$ cat src/rtl/timer_sched.sv
// timer_sched: shared-prescaler multi-channel interval timer with round-robin expiry events
module timer_sched #(
  parameter int CW = 2,
  parameter int W  = 16,
  parameter int P  = 50000,
  parameter int PW = 16
) (
  input  logic              clk,
  input  logic              reset_n,
  input  logic              cmd_valid,
  output logic              cmd_ready,
  input  logic [1:0]        cmd_op,
  input  logic [CW-1:0]     cmd_ch,
  input  logic [W-1:0]      cmd_load,
  output logic              cmd_err,
  output logic              evt_valid,
  input  logic              evt_ready,
  output logic [CW-1:0]     evt_ch,
  output logic              evt_overrun,
  output logic [2**CW-1:0]  active,
  output logic              base_tick
);
  localparam int CH = 2**CW;
  typedef enum logic [1:0] {IDLE, RUN_OS, RUN_PER} state_t;
  state_t        r_state [CH];
  state_t        w_state_nx [CH];
  logic [W-1:0]  r_cnt [CH];
  logic [W-1:0]  w_cnt_nx [CH];
  logic [W-1:0]  r_reload [CH];
  logic [W-1:0]  w_reload_nx [CH];
  logic [CH-1:0] r_pend, w_pend_nx, r_ovr, w_ovr_nx, w_gnt_oh;
  logic [PW-1:0] r_presc;
  logic [CW-1:0] r_rr, w_gnt_ch, r_evt_ch;
  logic          r_cmd_ready, r_cmd_err, r_evt_valid, r_evt_ovr;
  logic          w_accept, w_start, w_stop, w_tick, w_free, w_gnt;
  assign w_accept    = cmd_valid & r_cmd_ready;
  assign w_start     = cmd_op[0] ^ cmd_op[1];
  assign w_stop      = &cmd_op;
  assign w_tick      = r_presc == PW'(P - 1);
  assign w_free      = ~r_evt_valid | evt_ready;
  assign base_tick   = w_tick;
  assign cmd_ready   = r_cmd_ready;
  assign cmd_err     = r_cmd_err;
  assign evt_valid   = r_evt_valid;
  assign evt_ch      = r_evt_ch;
  assign evt_overrun = r_evt_ovr;
  // free-running mod-P prescaler; base tick is decoded from its terminal value
  always_ff @(posedge clk or negedge reset_n)
    if (!reset_n) r_presc <= '0;
    else r_presc <= w_tick ? '0 : r_presc + PW'(1);
  // round-robin search for the nearest pending channel after the last grant
  always_comb begin
    w_gnt    = 1'b0;
    w_gnt_ch = '0;
    for (int k = CH; k >= 1; k--)
      if (r_pend[r_rr + CW'(k)]) begin
        w_gnt    = 1'b1;
        w_gnt_ch = r_rr + CW'(k);
      end
    for (int i = 0; i < CH; i++) w_gnt_oh[i] = w_free & w_gnt & (w_gnt_ch == CW'(i));
  end
  // per-channel next state: a command on the channel beats a coincident base tick
  always_comb begin
    for (int i = 0; i < CH; i++) begin
      w_state_nx[i]  = r_state[i];
      w_cnt_nx[i]    = r_cnt[i];
      w_reload_nx[i] = r_reload[i];
      w_pend_nx[i]   = r_pend[i] & ~w_gnt_oh[i];
      w_ovr_nx[i]    = r_ovr[i] & ~w_gnt_oh[i];
      if (w_accept && cmd_ch == CW'(i) && w_stop && r_state[i] != IDLE) begin
        w_state_nx[i] = IDLE;
        w_cnt_nx[i]   = '0;
        w_pend_nx[i]  = 1'b0;
        w_ovr_nx[i]   = 1'b0;
      end else if (w_accept && cmd_ch == CW'(i) && w_start && cmd_load != '0) begin
        w_state_nx[i]  = cmd_op[0] ? RUN_OS : RUN_PER;
        w_cnt_nx[i]    = cmd_load;
        w_reload_nx[i] = cmd_load;
      end else if (w_tick && r_state[i] != IDLE) begin
        if (r_cnt[i] == W'(1)) begin
          w_pend_nx[i]  = 1'b1;
          w_ovr_nx[i]   = w_ovr_nx[i] | (r_pend[i] & ~w_gnt_oh[i]);
          w_cnt_nx[i]   = r_state[i] == RUN_PER ? r_reload[i] : '0;
          w_state_nx[i] = r_state[i] == RUN_PER ? RUN_PER : IDLE;
        end else w_cnt_nx[i] = r_cnt[i] - W'(1);
      end
    end
  end
  // channel state registers
  always_ff @(posedge clk or negedge reset_n)
    if (!reset_n) begin
      for (int i = 0; i < CH; i++) begin
        r_state[i]  <= IDLE;
        r_cnt[i]    <= '0;
        r_reload[i] <= '0;
      end
      r_pend <= '0;
      r_ovr  <= '0;
    end else begin
      for (int i = 0; i < CH; i++) begin
        r_state[i]  <= w_state_nx[i];
        r_cnt[i]    <= w_cnt_nx[i];
        r_reload[i] <= w_reload_nx[i];
      end
      r_pend <= w_pend_nx;
      r_ovr  <= w_ovr_nx;
    end
  // command handshake, error pulse and the registered event slot
  always_ff @(posedge clk or negedge reset_n)
    if (!reset_n) begin
      r_cmd_ready <= 1'b0;
      r_cmd_err   <= 1'b0;
      r_evt_valid <= 1'b0;
      r_evt_ch    <= '0;
      r_evt_ovr   <= 1'b0;
      r_rr        <= '1;
    end else begin
      r_cmd_ready <= 1'b1;
      r_cmd_err   <= w_accept & w_start & (cmd_load == '0);
      if (w_free) begin
        r_evt_valid <= w_gnt;
        if (w_gnt) begin
          r_evt_ch  <= w_gnt_ch;
          r_evt_ovr <= r_ovr[w_gnt_ch];
          r_rr      <= w_gnt_ch;
        end
      end
    end
  // running flags
  always_comb
    for (int i = 0; i < CH; i++) active[i] = r_state[i] != IDLE;
endmodule

$ cat config.mk
export PLATFORM = sky130hd
export DESIGN_NAME = timer_sched
export DESIGN_NICKNAME = d
export VERILOG_FILES = /design/src/rtl/timer_sched.sv
export SDC_FILE = /design/constraint.sdc
export NUM_CORES = 1
export LEC_CHECK = 0
export ABC_AREA = 1
export CAP_MARGIN = 20
export CORE_MARGIN = 4
export CORE_UTILIZATION = 50
export CTS_CLUSTER_DIAMETER = 50
export DETAILED_ROUTE_END_ITERATION = 8
export GPL_TIMING_DRIVEN = 0
export PLACE_DENSITY = 0.79
export SYNTH_ARGS = -nofsm -noshare
export SYNTH_HDL_FRONTEND = slang
export SYNTH_SLANG_ARGS = --single-unit
$ cat constraint.sdc
create_clock -name clk -period 2.2 [get_ports clk]
set_input_delay 0.44 -clock clk [delete_from_list [all_inputs] [get_ports clk]]
set_output_delay 0.44 -clock clk [all_outputs]
set_load 0.01 [all_outputs]
Word-level counts from Yosys, hierarchy flattened --
Cells that the tools add are included.
Storage, ports and cells: bits in registers 168, input port bits 24
Operators by class: $add $sub $neg 8, $lt $le $gt $ge 5, equality and inequality tests 15, multiplexer cells 92, bitwise operators 31, reductions and logical operators 50
Operators with widths (count):
- 2-to-1 mux 16 bit | 21
- == test 16 x 1 -> 1 bit, second input constant | 4
- subtractor 16 x 1 -> 16 bit, second input constant | 4
- 2-to-1 mux 2 bit | 25
- 2-to-1 mux 1 bit | 41
- logical AND 1 bit | 24
- nonzero test 3 bit | 8
- AND reduction 2 bit | 10
- adder 16 x 1 -> 16 bit, second input constant | 1
- AND 1 bit | 16
- == test 16 bit, second input constant | 1
- == test 2 bit, second input constant | 8
- zero test 16 bit | 1
- nonzero test 16 bit | 1
- < comparator 2 x 3 -> 1 bit, second input constant | 5
- binary-select mux 1 bit (select 2 bit) | 5
- inverter 1 bit | 9
- nonzero test 2 bit | 4
- OR 1 bit | 5
- adder 2 bit, second input constant | 2
- == test 2 x 1 -> 1 bit, second input constant | 2
- zero test 2 bit | 2
- adder 2 x 1 -> 2 bit, second input constant | 1
- bitwise XOR 1 bit | 1

Longest topological paths before layout --
depth after elaboration 15, depth in mapped cells 13, gate-level depth less buffers 13

Worst setup path after synthesis --
No wires, ideal clock.
kind input to register, start point input port cmd_op[0], end point register r_cnt[16] in the netlist's numbering, setup time 0.082 ns, data arrival time 1.755 ns, data required time 2.118 ns, setup slack 0.363 ns, cell stages on the path 8, buffers on the path 1, cells stage by stage ha_1 inv_1 nor2_1 nand2_2 nor2_1 clkbuf_1 nand2_1 a31oi_1
On the way: cells in the longest elaborated chain, start to end 5
RTL lines:
- from (decl) | RTL line 12 | input logic [1:0] cmd_op,
- bitwise XOR 1 bit | RTL line 37 | assign w_start = cmd_op[0] ^ cmd_op[1];
- logical AND 1 bit (2 in a row) | RTL line 75 | end else if (w_accept && cmd_ch == CW'(i) && w_start && cmd_load != '0) begin
- 2-to-1 mux 16 bit | RTL line 75
- 2-to-1 mux 16 bit | RTL line 70 | if (w_accept && cmd_ch == CW'(i) && w_stop && r_state[i] != IDLE) begin
- to (signal, indexed assignment) | RTL line 102 | r_cnt[i] <= w_cnt_nx[i];
- to (decl) | RTL line 27 | logic [W-1:0] r_cnt [CH];
Parallel ways exist; a longest one is shown, timed or not. A chain may end at the register's enable or synchronous reset.

Final worst setup path --
start point register r_presc[0], end point output port base_tick
On the way: cells in the longest elaborated chain, start to end 1
RTL lines:
- from (decl) | RTL line 32 | logic [PW-1:0] r_presc;
- from (signal assigned) | RTL line 50 | else r_presc <= w_tick ? '0 : r_presc + PW'(1);
- == test 16 bit | RTL line 39 | assign w_tick = r_presc == PW'(P - 1);
- to (decl) | RTL line 21 | output logic base_tick
Every way passes these cells.

==> impl_metrics.toml <==
[run_status]
status = "completed"

[cells_and_area]
areaGrowthSynthToFinish_pct = 16.40
drive_gt1_frac = 0.09168
nets = 1548
final_area_sq_mm = 0.01162
final_cells = 1792
final_core_util = 0.5953
n_fill_cell = 1760
num_antenna_cells = 0
multi_input_area_sq_mm = 0.005142
ff_latch_area_sq_mm = 0.004207

[grt]
grt_max_degree = 124
grt_overflow = 0
gr-usage-all-layers = 0.2579
grt_first_pass_wirelength_um = 46090
antenna_found_initial = 0
first_global_vias = 9404

[synthesis]
synth_most_common_cell = "nand2_1"
synth.area.mux_share = 0
ys_seq_elements = 168
synth.top_cells.by_count = "nand2_1, nor2_1, dfrtp_1"
synth_edf_count = 0
yosys.area_share.simple = 0.3369
synth_compound_area_frac = 0.1171
syn_area_sq_mm = 0.009987
ys_warn_count = 0
ys_seq_area_frac = 0.4212
synthXorXnorAreaFrac = 0.03332
synthAdderAreaFrac = 0.01253
synthFlopType = "dfrtp_1"
syn_inst = 1440
yosysTopAreaCell = "dfrtp_1"
ys_async_sr_fraction = 1.000
synth_top_area_frac = 0.4159
synth_nets = 1474
yosys-top-cells-area = "dfrtp_1, nand2_1, nor2_1, inv_1, o21ai_0"
synth.avg_cell_area_sq_um = 6.935
synth_top_family_by_area = "simple AND/OR/NAND/NOR gates"
synth_cell_type_count = 44

[timing]
fmax_mhz = 461.3
layout_setup_ws_ps = 32.04
hold_violations = 0
rsz0062_at_grt = "yes"
tightest_slew_ps = 658.8
maxSlewViolCount = 0
relSlewSlack = 0.5592
setup_viol = 0
period_needed_ps = 2168
skew_ps = 15.98
layout_worst_path_cycle_share = 0.9854

[drt]
drt_iter0_drc = 1101
first_pass_iters = 6
wl_per_cell_um = 15.91
drc = 0
vias = 9898
via_per_inst = 5.523
routed_wl_um = 28520
drtAntennaViolNets = 0

[die]
start_util = 0.5115
die_x_um = 149.3
die_h_um = 149.3
ios = 35
rows = 51
die_area_sq_mm = 0.02230
core_area_sq_mm = 0.01953

[critical_path]
cp_num_buf_inv = 3
crit_family = "simple AND/OR/NAND/NOR gates"
crit_path_top_delay_cell = "dfrtp_1"
path_max_fanout = 3
r2r_cells = 11
crit_chain = "ha_2, nand2_2, inv_2, nand2_4, nor2_4, nand4_1, inv_1, buf_2"
path_depth = 8
path_class = "register to output port"
cpPeakStageDelay_ps = 370
critPathLaunchType = "register"
cp.required_ps = 1760
cp.arrival_ps = 1730
critPathCaptureType = "output port"

[clock_tree]
path_clk_slew_ps = 70
htreeDepth = 4
cts.sinks = 168
clk_path_buf_depth = 2
tritoncts = "built"
root_buffer = "clkbuf_16"
clk-insertion-delay-late_ps = 440
cts_inserted_buffers = 17

[placement]
detailed_place.area_sq_mm = 0.01069
io_buffers = 34
gp_congestion = 0.9888
dp.cells = 1740
pre_cts_slack_ps = -565.8
dp_hpwl_um = 19660

[worst_hold_path]
min_path_type = "input pin to register"
hold_path_depth = 3

[pwr]
ir_drop_uv = 599.7
power.leakage_uw = 0.005598
p_per_area_mw_per_mm2 = 963.1
p_total_uw = 11200

[job]
maxCapViolCount = 0
## power by group
part           switching (uW)  internal (uW)  total, uW  leakage, uW
combinational            1970           1300       3270      0.00330
clock                    1330           1830       3160     0.000287
sequential                801           3970       4770      0.00201
total                    4100           7090      11200      0.00560
## kinds of logic after synthesis
group	Yosys count
other	1
XOR/XNOR	38
adder cells (fa/ha/maj)	10
buffers and inverters	193
AO/OA/AOI/OAI	223
AND/OR/NAND/NOR	807
flip-flops	168
## cells in the final DEF (no fill, tap or decap), types with 17 or more instances in the layout
| cell type | netlist | routed |
|---|---|---|
| inv_1 | 151 | 147 |
| nor2_1 | 263 | 257 |
| clkbuf_16 | 0 | 17 |
| o21ai_0 | 104 | 103 |
| nand3_1 | 82 | 77 |
| a31oi_1 | 19 | 19 |
| nor3_1 | 32 | 29 |
| dfrtp_1 | 166 | 166 |
| buf_4 | 5 | 23 |
| xor2_1 | 25 | 25 |
| nand2_1 | 381 | 377 |
| a21oi_1 | 88 | 87 |
## what timing repair did
action | 4_1_cts | 5_1_grt
gates resized for setup | 31 | 39
buffers inserted | 6 | 14
endpoints found under the setup margin | 84 | 102
hold buffers | 1 | 0
pin swaps | 5 | 11
endpoints found under the hold margin | 45 | 0
## final timing paths
kind                                    to       start  slack (ps)
max in group asynchronous        r_cnt[35]     reset_n         780
worst min register to register  r_presc[0]  r_presc[0]         470
worst max register to register   r_cnt[21]  r_presc[0]         130
worst max-delay path             base_tick  r_presc[0]          30
worst min-delay path            r_state[6]   cmd_op[0]         440
min in group asynchronous        r_cnt[29]     reset_n         480
## area by class of cell
type / instances / share of cell area
plain buffers: 30 / 0.01614
clock buffers: 19 / 0.03810
clock inverters: 13 / 0.01453
inverters: 162 / 0.05263
multi-input cells: 1079 / 0.4424
flip-flops and latches: 168 / 0.3619
well taps: 265 / 0.02852
repair buffers: 56 / 0.04585
## through the flow
| step | hold WS [ps] | setup TNS (ps) |
|---|---|---|
| after floorplan | 144.4 | 0 |
| after global placement | 447.0 | -1107220 |
| after detailed placement | 363.1 | -55330 |
| after CTS | 462.7 | -103.9 |
| after global routing | 471.5 | -185.2 |
| final | 441.7 | 0 |
## tightest hold or removal path, stage by stage
cell	delay, ps
dlymetal6s2s_1	200
nand2_1	120
o21ai_0	70
## per-layer routing
layer | vias to the layer above | global-route usage | share of wire
li1 | 4759 | - | -
met3 | 69 | 0.05956 | 0.079
met4 | 0 | 0.1053 | 0.031
met5 | - | 0 | 0
met1 | 4665 | 0.3446 | 0.42
met2 | 405 | 0.4069 | 0.47
## sequential cells by signal, summed over array words and instances, names as in the netlist
| register | flops |
|---|---|
| r_ovr | 4 |
| r_pend | 4 |
| r_reload | 64 |
| cmd_err | 1 |
| r_presc | 16 |
| cmd_ready | 1 |
| evt_valid | 1 |
| evt_overrun | 1 |
| r_state | 8 |
| r_cnt | 64 |
| r_rr | 2 |
| evt_ch | 2 |
No activity file was read; power rests on OpenSTA's default activity.
